<file path="config.mk">
export PLATFORM = sky130hd
export DESIGN_NAME = bip_fetch_unit
export DESIGN_NICKNAME = d
export VERILOG_FILES = /design/src/rtl/bip_fetch_unit.sv
export SDC_FILE = /design/constraint.sdc
export NUM_CORES = 1
export LEC_CHECK = 0
export ABC_AREA = 1
export CAP_MARGIN = 25
export CORE_UTILIZATION = 43
export CTS_CLUSTER_DIAMETER = 100
export CTS_CLUSTER_SIZE = 20
export DETAILED_ROUTE_END_ITERATION = 8
export PLACE_DENSITY = 0.86
export SLEW_MARGIN = 10
export SYNTH_ARGS = -nofsm -noshare
export SYNTH_HDL_FRONTEND = slang
export SYNTH_SLANG_ARGS = --single-unit
</file>
<file path="constraint.sdc">
create_clock -name Clock -period 1.5 [get_ports Clock]
set_input_delay 0.45 -clock Clock [delete_from_list [all_inputs] [get_ports Clock]]
set_output_delay 0.45 -clock Clock [all_outputs]
set_load 0.02 [all_outputs]
</file>
<file path="src/rtl/bip_fetch_unit.sv">
// bip_fetch_unit: BIP I instruction fetch/sequencing stage (PC, IR, FETCH/LOAD/EXEC framing, HALT stop)
// Ports:
//   Clock, Reset_n     rising-edge clock, asynchronous active-low reset
//   Start              level start/restart request, honoured in IDLE and HALTED only
//   WrPc               decoder PC-advance strobe, honoured in EXEC only
//   IMemData           synchronous instruction memory read data (valid the cycle after IMemEn)
//   IMemEn, IMemAddr   instruction memory read enable and address (address always tracks Pc)
//   Pc                 program counter
//   Opcode, Operand    IR fields presented to decoder/datapath
//   InstrValid         high only in EXEC; qualifies decoder outputs
//   Halted             high in HALTED
module bip_fetch_unit #(
    parameter int unsigned PC_WIDTH    = 11,
    parameter int unsigned INSTR_WIDTH = 16,
    parameter int unsigned RESET_PC    = 0
) (
    input  logic                   Clock,
    input  logic                   Reset_n,
    input  logic                   Start,
    input  logic                   WrPc,
    input  logic [INSTR_WIDTH-1:0] IMemData,
    output logic                   IMemEn,
    output logic [PC_WIDTH-1:0]    IMemAddr,
    output logic [PC_WIDTH-1:0]    Pc,
    output logic [4:0]             Opcode,
    output logic [PC_WIDTH-1:0]    Operand,
    output logic                   InstrValid,
    output logic                   Halted
);
    localparam logic [PC_WIDTH-1:0] RST_PC = PC_WIDTH'(RESET_PC);
    typedef enum logic [2:0] {S_IDLE, S_FETCH, S_LOAD, S_EXEC, S_HALTED} state_t;
    state_t                 state_q, state_d;
    logic [PC_WIDTH-1:0]    pc_q, pc_d;
    logic [INSTR_WIDTH-1:0] ir_q, ir_d;
    always_ff @(posedge Clock or negedge Reset_n) begin
        if (!Reset_n) begin
            state_q <= S_IDLE;
            pc_q    <= RST_PC;
            ir_q    <= '0;
        end else begin
            state_q <= state_d;
            pc_q    <= pc_d;
            ir_q    <= ir_d;
        end
    end
    always_comb begin
        state_d = state_q;
        pc_d    = pc_q;
        ir_d    = ir_q;
        case (state_q)
            S_IDLE:  state_d = Start ? S_FETCH : S_IDLE;
            S_FETCH: state_d = S_LOAD;
            S_LOAD: begin
                ir_d    = IMemData;
                state_d = S_EXEC;
            end
            S_EXEC: begin
                // HALT wins over WrPc so the halted PC points at the HALT itself
                state_d = (Opcode == 5'd0) ? S_HALTED : S_FETCH;
                pc_d    = (Opcode != 5'd0 && WrPc) ? pc_q + PC_WIDTH'(1) : pc_q;
            end
            S_HALTED: begin
                state_d = Start ? S_FETCH : S_HALTED;
                pc_d    = Start ? RST_PC : pc_q;
                ir_d    = Start ? '0 : ir_q;
            end
            default: state_d = S_IDLE;
        endcase
    end
    assign IMemEn     = (state_q == S_FETCH);
    assign IMemAddr   = pc_q;
    assign Pc         = pc_q;
    assign Opcode     = ir_q[INSTR_WIDTH-1 -: 5];
    assign Operand    = ir_q[PC_WIDTH-1:0];
    assign InstrValid = (state_q == S_EXEC);
    assign Halted     = (state_q == S_HALTED);
endmodule

</file>
==> metrics.csv, run 1 <==
stage;metric;value;unit
outcome;status;finished, violations left;
outcome;failing checks;setup timing;
timing;RSZ-0062 raised after global routing;yes;
drt;routed length per instance;11.05;um
logic_synthesis;Post-synth ARST share;1.000;
logic_synthesis;Synth cell types;23;
power_and_ir_drop;leakage power;1.231;nW
drt;# DRC;0;
global_routing;global-route wire length before repair;5747;um
placed_design;IO buf count;60;
floorplanning;Die Wd;62.24;um
logic_synthesis;Synth Net Count;212;
layout;Nets;294;
placed_design;placed wire-length estimate;2462;um
logic_synthesis;sequential element share of the synthesized area;0.4812;
power_and_ir_drop;Peak VDD IR;0.8891;mV
clock_network;Clock Tree Root;clkbuf_4;
timing;Slew Limit Headroom;0.8289;
setup_path;CP Max Fanout;4;
logic_synthesis;number of enable-type register cells in the synthesized netlist;0;
layout;share of cells above drive strength 1;0.3431;
worst_hold_path;min-delay worst type;input pin to asynchronous set/reset pin;
global_routing;GR Util All Layers;0.1898;
clock_network;clk_lat worst skew;330;ps
floorplanning;Initial Util;0.4568;
logic_synthesis;most frequent cells after synthesis;nand2_1, dfrtp_1, nand3_1;
timing;final hold vios;0;
clock_network;CTS tree;built;
logic_synthesis;cell with the most instances after synthesis;nand2_1;
logic_synthesis;Ys Warns;0;
placed_design;GP Congestion;0.8046;
timing;slew at the pin with the worst max-slew slack;255.9;ps
power_and_ir_drop;power per cell area;1762;nW/um2
logic_synthesis;ys flop type;dfrtp_1;
timing;setup TNS;-321.1;ps
layout;fillers;307;
drt;vias;1537;
timing;final setup fails;6;
timing;Hold WS;474.4;ps
clock_network;number of buffers created by CTS;5;
global_routing;GRT overflow;0;
setup_path;Worst Setup End Kind;output pin;
clock_network;Num Clock Sinks;30;
clock_network;hold-fix buffers at CTS;0;
layout;# diodes;0;
timing;clock skew;4.068;ps
setup_path;Startpoint Class;flop;
timing;Max Clk Rate;617.2;MHz
drt;WL final;3536;um
floorplanning;I/O pins;61;
floorplanning;die height;62.24;um
setup_path;Worst EP required;1050;ps
setup_path;crit path DAT;1170;ps
logic_synthesis;synthesized cell area;1560;um2
timing;Final Critical Period;1620;ps
placed_design;placed cell areas;2311;um2
logic_synthesis;synthesized flop and latch total;30;
layout;Design Area, Final;2311;um2
clock_network;clock tree buffer depth;2;
drt;Iteration-0 DRC Markers;51;
logic_synthesis;Synth top area share;0.4812;
timing;Final WS setup;-120.3;ps
floorplanning;die area;3873;um2
timing;Final Cycle Share;1.080;
floorplanning;standard-cell row count;21;
global_routing;initial antenna violation count;0;
clock_network;CTS clk-pin slew, worst paths;100;ps
logic_synthesis;Mapped Cells;191;
logic_synthesis;Yosys top cell by area;dfrtp_1;
drt;ANT nets after route;0;
logic_synthesis;top cells by area, synth;dfrtp_1, nand2_1, nand3_1, inv_1, o21ai_0;
setup_path;R2R cell count;11;
drt;Vias/cell;4.803;
setup_path;WS Path Type;flop to output pin;
flow_run;Max Cap Violations;0;
layout;area delta synth->final;48.12;%
timing;final slew viol count;0;
logic_synthesis;syn_area_per_cell;8.169;um2
global_routing;largest net degree at the start of global routing;34;
global_routing;vias in the first global route;1390;
clock_network;H-tree Lvls;2;
floorplanning;Core Box Area;3416;um2
drt;TritonRoute pass-1 iters;5;
-- final timing paths --
check	startpoint	to	slack, ps
max	state_q[0]	Halted	-120
min	Reset_n	IMemAddr[3]	470
min reg2reg	ir_q[7]	ir_q[7]	520
max in group asynchronous	Reset_n	state_q[0]	860
max reg2reg	state_q[2]	IMemAddr[6]	-20
min in group Clock	ir_q[7]	ir_q[7]	520
-- registers in the layout (all words and copies together), names as in the netlist --
register / cells
ir_q: 16
IMemAddr: 11
state_q: 3
-- power breakdown --
group / internal [mW] / leakage (nW) / switching, mW / total (mW)
combinational: 0.889 / 0.810 / 1.21 / 2.10
sequential: 1.12 / 0.383 / 0.217 / 1.33
clock: 0.351 / 0.0385 / 0.288 / 0.640
total: 2.36 / 1.23 / 1.72 / 4.07
-- logic make-up after synthesis --
| family | count (synthesis) | share of synthesized area |
|---|---|---|
| buf+inv | 44 | 0.1395 |
| fa+ha+maj | 1 | 0.008018 |
| compound gates | 27 | 0.09704 |
| simple gates | 86 | 0.2574 |
| xor+xnor | 3 | 0.01684 |
| flops | 30 | 0.4812 |
-- layout make-up --
| class | instances | area (um2) | area share |
|---|---|---|---|
| inverter | 28 | 105.1 | 0.04548 |
| clock buffer | 6 | 41.29 | 0.01787 |
| multi-input combinational | 117 | 609.3 | 0.2637 |
| timing repair buffer | 91 | 708.2 | 0.3064 |
| clock inverter | 2 | 37.54 | 0.01624 |
| tap | 46 | 57.56 | 0.02491 |
| sequential | 30 | 752.0 | 0.3254 |
-- cell usage in the layout, fill, tap and decap left out, types with 4 or more instances in the layout --
cell,instances
o21ai_0,19
clkbuf_4,5
nor2_1,10
buf_6,6
inv_1,26
nand3_1,28
clkbuf_2,31
nand2_1,37
nor2_4,4
dfrtp_1,29
buf_4,25
buf_2,5
clkdlybuf4s50_1,19
-- worst max-delay path, cell delays in order, from the launching register on --
cell and delay, ps:
dfrtp_2 450, nor2_4 150, nand2_4 60, inv_2 60, buf_6 120
-- timing repair --
item	4_1_cts	5_1_grt
resized for setup	97	49
endpoints found under the setup margin	47	48
pin swaps	1	4
setup buffers	3	4
-- routing by layer --
layer,part of all wire,vias up,routed length [um],track usage
li1,-,762,-,-
met1,0.38,699,1347,0.1986
met2,0.52,66,1842,0.3393
met3,0.074,10,261,0.08088
met4,0.024,0,85,0.06395
met5,0,-,0,0
-- through the flow --
step	util	worst slack, ps	power, mW	instances
after floorplan	-	35.74	2.533	191
after global placement	0.6766	-227.4	3.528	305
after detailed placement	0.6766	-255.2	3.598	305
after CTS	0.7132	-122.5	4.175	316
after global routing	0.6766	-187.0	4.375	320
final	0.6766	-120.3	4.073	320
No activity file was read; power rests on OpenSTA's default activity.
==> inputs of run 2 (changes only) <==
--- a/config.mk
+++ b/config.mk
@@ -9,7 +9,6 @@
 export CAP_MARGIN = 25
 export CORE_UTILIZATION = 43
 export CTS_CLUSTER_DIAMETER = 100
-export CTS_CLUSTER_SIZE = 20
 export DETAILED_ROUTE_END_ITERATION = 8
 export PLACE_DENSITY = 0.86
 export SLEW_MARGIN = 10
==> results of run 2 <==
No change in the layout: final DEF, timing and power equal those of run 1.
